## src/rtl/serial_bit_feeder.sv

```systemverilog
// serial_bit_feeder: parallel-to-serial front end for the pattern detector.
// Words arrive over valid/ready and leave one bit per clock on x. A one-word
// holding buffer lets back-to-back words stream with no idle gap.
module serial_bit_feeder #(
  parameter int unsigned WIDTH     = 8,
  parameter bit          MSB_FIRST = 1'b1,
  parameter bit          IDLE_BIT  = 1'b0
) (
  input  logic             clk,
  input  logic             rst,
  input  logic [WIDTH-1:0] in_data,
  input  logic             in_valid,
  output logic             in_ready,
  output logic             x,
  output logic             x_valid,
  output logic             x_last,
  output logic             busy
);

  localparam int unsigned CW = $clog2(WIDTH);
  localparam logic [CW-1:0] CNT_LAST = CW'(WIDTH - 1);
  localparam logic [CW-1:0] CNT_PENULT = CW'(WIDTH - 2);

  typedef enum logic {
    IDLE  = 1'b0,
    SHIFT = 1'b1
  } state_t;

  state_t           state;
  logic [WIDTH-1:0] shreg;
  logic [WIDTH-1:0] hold_buf;
  logic             hold_full;
  logic [CW-1:0]    cnt;
  logic             xfer;

  // Bit that leaves the word first, and the word with that bit consumed.
  function automatic logic head(input logic [WIDTH-1:0] d);
    return MSB_FIRST ? d[WIDTH-1] : d[0];
  endfunction

  function automatic logic [WIDTH-1:0] tail(input logic [WIDTH-1:0] d);
    return MSB_FIRST ? {d[WIDTH-2:0], 1'b0} : {1'b0, d[WIDTH-1:1]};
  endfunction

  // Ready only depends on the buffer; suppressed while reset is asserted.
  assign in_ready = !hold_full && !rst;
  assign xfer     = in_valid && in_ready;
  assign busy     = (state == SHIFT) || hold_full;

  // Shifter FSM: loads words, emits one bit per cycle, refills at word boundary.
  always_ff @(posedge clk) begin
    if (rst) begin
      state     <= IDLE;
      shreg     <= '0;
      hold_buf  <= '0;
      hold_full <= 1'b0;
      cnt       <= '0;
      x         <= IDLE_BIT;
      x_valid   <= 1'b0;
      x_last    <= 1'b0;
    end else begin
      case (state)
        IDLE: begin
          if (xfer) begin
            state   <= SHIFT;
            x       <= head(in_data);
            shreg   <= tail(in_data);
            cnt     <= '0;
            x_valid <= 1'b1;
            x_last  <= 1'b0;
          end else begin
            x       <= IDLE_BIT;
            x_valid <= 1'b0;
            x_last  <= 1'b0;
          end
        end
        SHIFT: begin
          if (cnt == CNT_LAST) begin
            if (hold_full) begin
              x         <= head(hold_buf);
              shreg     <= tail(hold_buf);
              hold_full <= 1'b0;
              cnt       <= '0;
              x_valid   <= 1'b1;
              x_last    <= 1'b0;
            end else if (xfer) begin
              x       <= head(in_data);
              shreg   <= tail(in_data);
              cnt     <= '0;
              x_valid <= 1'b1;
              x_last  <= 1'b0;
            end else begin
              state   <= IDLE;
              cnt     <= '0;
              x       <= IDLE_BIT;
              x_valid <= 1'b0;
              x_last  <= 1'b0;
            end
          end else begin
            x      <= head(shreg);
            shreg  <= tail(shreg);
            cnt    <= cnt + 1'b1;
            x_last <= (cnt == CNT_PENULT);
            if (xfer) begin
              hold_buf  <= in_data;
              hold_full <= 1'b1;
            end
          end
        end
        default: begin
          state     <= IDLE;
          hold_full <= 1'b0;
          cnt       <= '0;
          x         <= IDLE_BIT;
          x_valid   <= 1'b0;
          x_last    <= 1'b0;
        end
      endcase
    end
  end

endmodule
```

## config.mk

```make
export PLATFORM = sky130hd
export DESIGN_NAME = serial_bit_feeder
export DESIGN_NICKNAME = d
export VERILOG_FILES = /design/src/rtl/serial_bit_feeder.sv
export SDC_FILE = /design/constraint.sdc
export NUM_CORES = 1
export LEC_CHECK = 0
export BUFFER_PORTS_ARGS = -buffer_cell sky130_fd_sc_hd__buf_2
export CORE_AREA = 2 2 51 53
export DETAILED_ROUTE_END_ITERATION = 16
export DIE_AREA = 0 0 53 55
export GPL_ROUTABILITY_DRIVEN = 0
export PLACE_DENSITY_LB_ADDON = 0.2
export SLEW_MARGIN = 10
export SYNTH_ARGS = -nofsm -noshare
export SYNTH_HDL_FRONTEND = slang
export SYNTH_SLANG_ARGS = --single-unit
```

## constraint.sdc

```tcl
create_clock -name clk -period 1.9 [get_ports clk]
set_input_delay 0.095 -clock clk [delete_from_list [all_inputs] [get_ports clk]]
set_output_delay 0.095 -clock clk [all_outputs]
set_load 0.02 [all_outputs]
```

**Word level (Yosys, flattened, before mapping)**

Cells that the tools add are included.

- $add $sub $neg: 1
- Multipliers: 0
- Divide/modulo/power cells: 0
- Magnitude comparators: 0
- Equal/unequal tests: 4
- Shift-type cells: 0
- Multiplexer cells: 21
- Bitwise gates (word level): 2
- Reductions and logical operators: 8

Operator list:

| operator | count |
|---|---|
| $mux W8 | 3 |
| $pmux W8 S2 | 1 |
| $mux W1 | 10 |
| $pmux W1 S2 | 4 |
| $eq A3 B3 Y1 const B | 2 |
| $mux W3 | 2 |
| $pmux W3 S2 | 1 |
| $add A3 B1 Y3 const B | 1 |
| $reduce_and A3 Y1 | 1 |
| $logic_and A1 B1 Y1 | 2 |
| $logic_not A1 Y1 | 2 |
| $ne A2 B1 Y1 const B | 1 |
| $ne A2 B2 Y1 const B | 1 |
| $not A1 Y1 | 2 |
| $reduce_and A2 Y1 | 1 |
| $reduce_bool A2 Y1 | 1 |
| $logic_or A1 B1 Y1 | 1 |

- Bits in registers: 24
- Latch bits: 0
- RAM bits: 0
- ROM bits: 0
- Bits of input ports: 11
- Output and inout bits: 5
- Word-level logic and storage cells: 44
- Memories: 0

**Depth between registers and ports, before layout**

- Depth in word-level cells: 7
- Depth in mapped cells: 7
- Gate-level depth less buffers: 5

**Least setup slack after synthesis**

No wires, ideal clock.

- Kind: flip-flop to flip-flop
- Start: register cnt[0]
- End: register hold_buf[2]
- Data arrival time: 1.331 ns
- Data required time: 1.768 ns
- Setup slack: 0.436 ns
- Cell stages (with the launch flop): 7
- Period minus slack after synthesis: 1.464 ns
- Cells stage by stage: dfxtp_1 -> ha_1 -> ha_1 -> or3b_1 -> buf_6 -> o21ai_2 -> a21oi_1

- Word-level cells in the longest chain between the ends: 3

Ends and longest elaborated chain:

| item | line | RTL |
|---|---|---|
| start, declared | 33 | `logic [CW-1:0] cnt;` |
| start signal, assigned | 102 | `cnt <= cnt + 1'b1;` |
| $eq A3 B3 Y1 | 78 | `if (cnt == CNT_LAST) begin` |
| $not A1 Y1 (no source line) | - |  |
| $reduce_and A3 Y1 (no source line) | - |  |
| end signal, assigned | 105 | `hold_buf <= in_data;` |
| end, declared | 31 | `logic [WIDTH-1:0] hold_buf;` |

Every way passes these cells.
A chain may end at the register's enable or synchronous reset.

**Worst setup path in the final report**

- Start: register cnt[1]
- End: register hold_buf[4]

The elaborated chain is that of the path after synthesis.

==> flow_metrics.py <==
metrics = {
    "status": {
        "status": "finished clean",
    },
    "power_and_ir_drop": {
        "p_total_mw": 1.08,
        "ir_worst_vdd_mv": 0.508,
        "power_density_mw_per_mm2": 807,
        "leakagePower_nw": 0.543,
    },
    "routing": {
        "first_iter_violations": 22,
        "firstDrtPassIters": 4,
        "wl_met1_mm": 1.03,
        "wl_per_cell_um": 13.9,
        "detail-route-antenna-nets": 0,
        "wl_met2_mm": 1.24,
        "vias": 974,
        "vias_per_cell": 5.70,
        "wl_met3_um": 61,
        "drcViolationCount": 0,
        "highest_layer": "met4",
        "drt-total-wl_mm": 2.39,
    },
    "synthesis": {
        "synth-async-reset-ratio": 0,
        "synth_mux_area_frac": 0.0618,
        "synth-edff-count": 0,
        "syn_nets": 136,
        "synthTopCellsByCount": "24 x dfxtp_1, 13 x a21oi_1, 8 x nand3_1, 8 x nor2b_1, 8 x o21ai_2",
        "synthAdderAreaFrac": 0.0331,
        "synth_area_mm2": 0.00113,
        "seq_area_frac_synth": 0.424,
        "synthTopCellsByArea": "dfxtp_1 42%, mux2i_1 6.2%, o21ai_2 6.2%, a21oi_1 5.7%, nor2b_1 4.4%",
        "synth_ff_type": "dfxtp_1",
        "avgSynthCellArea_um2": 9.29,
        "yosysWarnings": 0,
        "synth-compound-area-share": 0.232,
        "synth_top_family_by_area": "compound AO/OA/AOI/OAI gates",
        "synth.most_common_cell": "dfxtp_1",
        "synth-xor-area-share": 0,
        "synth_top_area_frac": 0.424,
        "ys_types": 29,
        "synth-simple-area-share": 0.196,
        "synth_top_area_cell": "dfxtp_1",
        "ys_ff_latch": 24,
        "postSynthCellCount": 122,
    },
    "floorplanning": {
        "coreArea_mm2": 0.00236,
        "fp.dieW_um": 53,
        "die_area_mm2": 0.00292,
        "initial_core_util": 0.479,
        "rows": 18,
        "io_pins": 16,
        "die_h_um": 55,
    },
    "layout": {
        "insertedDiodeCount": 0,
        "syn_to_final_growth_pct": 18.4,
        "final_core_utilization": 0.568,
        "layout-drive-gt1-share": 0.248,
        "num-nets-final": 156,
        "fill_cells": 222,
    },
    "hold_path": {
        "hold_class": "input port to flop",
    },
    "setup_path": {
        "cp.required_ns": 2.11,
        "critical_path_class": "flop to flop",
        "arrival_ns": 1.91,
        "startpoint_type": "flop",
        "end_kind": "flop",
        "crit_fanout": 8,
    },
    "timing": {
        "slew_headroom": 0.688,
        "fin_tns_setup_ns": 0,
        "skew_ns": 0.0100,
        "timing.hold.ws_ns": 0.0177,
        "period_minus_slack_ns": 1.69,
        "setup_viol": 0,
        "worst_pin_slew_ns": 0.467,
        "hold_viol": 0,
        "max_freq_ghz": 0.590,
        "min_period_over_period": 0.892,
        "grt_setup_unrepaired": "no",
        "setup_ws_ns": 0.205,
        "slew_violations": 0,
    },
    "clock_tree": {
        "cts_buffers": 3,
        "clock_tree.root_cell": "clkbuf_4",
        "cts_buffer_depth": 2,
        "path_clk_slew_ns": 0.14,
        "cts_hold_buf": 5,
        "post_cts_buffers": 0,
        "cts_sinks": 24,
        "cts_tree": "built",
        "cts_resized": 0,
        "h-tree-depth": 1,
        "clk_latency_ns": 0.33,
    },
    "global_route": {
        "grt_overflow": 0,
        "grt_pass1_wl_mm": 3.88,
        "grt.total_usage": 0.187,
        "antenna_found_initial": 0,
        "grt_max_degree": 21,
        "first_global_vias": 885,
    },
    "placed_design": {
        "io_buffers": 15,
        "place_hpwl_mm": 1.63,
        "place_ws_ns": 0.216,
    },
    "job": {
        "cap_violations": 0,
    },
}
kinds of logic after synthesis:
group           after synthesis
compound gates               40
simple gates                 37
flops                        24
buf+inv                      11
mux                           7
fa+ha+maj                     3
area by class of cell:
type	count	area [µm²]	share of cell area
Inverter	1	3.75	0.00280
Tap cell	30	37.5	0.0280
Multi-Input combinational cell	87	593	0.442
Clock inverter	1	30.0	0.0224
Sequential cell	24	480	0.358
Timing Repair Buffer	25	175	0.130
Clock buffer	3	22.5	0.0168
per-layer routing:
layer / up-vias / global-route usage
met5: - / 0
li1: 481 / -
met3: 5 / 0.0242
met2: 15 / 0.333
met1: 473 / 0.214
met4: 0 / 0.115
metrics by stage:
stage	area [µm²]	instances
finish	1340	171
global route	1340	171
CTS	1340	171
detailed placement	1240	162
global placement	1240	162
floorplan	1130	122
critical path, cell delays in order (launching register included):
cell     delay, ns
dfxtp_1       0.36
ha_1          0.19
ha_1          0.20
or3b_1        0.57
o21ai_2       0.18
a21oi_1       0.07
layout by cell type (no fill, tap or decap), drive strengths merged:
master | netlist | routed
nand2b | 4 | 4
or3 | 1 | 1
nor2b | 8 | 8
nor3 | 1 | 1
bufinv | 0 | 1
clkbuf | 2 | 3
ha | 3 | 3
or2b | 2 | 2
nor3b | 1 | 1
inv | 1 | 1
nand2 | 3 | 3
or2 | 1 | 1
a211oi | 2 | 2
and3 | 1 | 1
nor2 | 4 | 4
a22oi | 1 | 1
buf | 8 | 20
o21ai | 8 | 8
a21o | 1 | 1
dfxtp | 24 | 24
or3b | 1 | 1
nand3b | 2 | 2
dlygate4sd3 | 0 | 5
a21bo | 1 | 1
a21oi | 13 | 13
nand3 | 8 | 8
o22ai | 7 | 7
mux2i | 7 | 7
a31oi | 7 | 7
final timing paths:
path	from	to	slack (ns)	cells past startpoint
setup / recovery	cnt[1]	hold_buf[4]	0.21	5
hold / removal	in_data[3]	hold_buf[3]	0.02	3
setup reg to reg	cnt[1]	hold_buf[4]	0.21	5
hold reg to reg	shreg[0]	shreg[0]	0.45	2
flip-flops by register name, summed over array words and instances (netlist names):
name       flops
cnt            3
hold_full      1
x_valid        1
x              1
state          1
x_last         1
hold_buf       8
shreg          8
power by group:
group | leakage [nW] | internal [mW] | switching [mW] | total [mW]
logic | 0.320 | 0.0746 | 0.0885 | 0.163
registers | 0.196 | 0.527 | 0.0185 | 0.546
clock network | 0.0279 | 0.214 | 0.161 | 0.374
total | 0.543 | 0.816 | 0.268 | 1.08
Power figures use the tool's default switching activity.
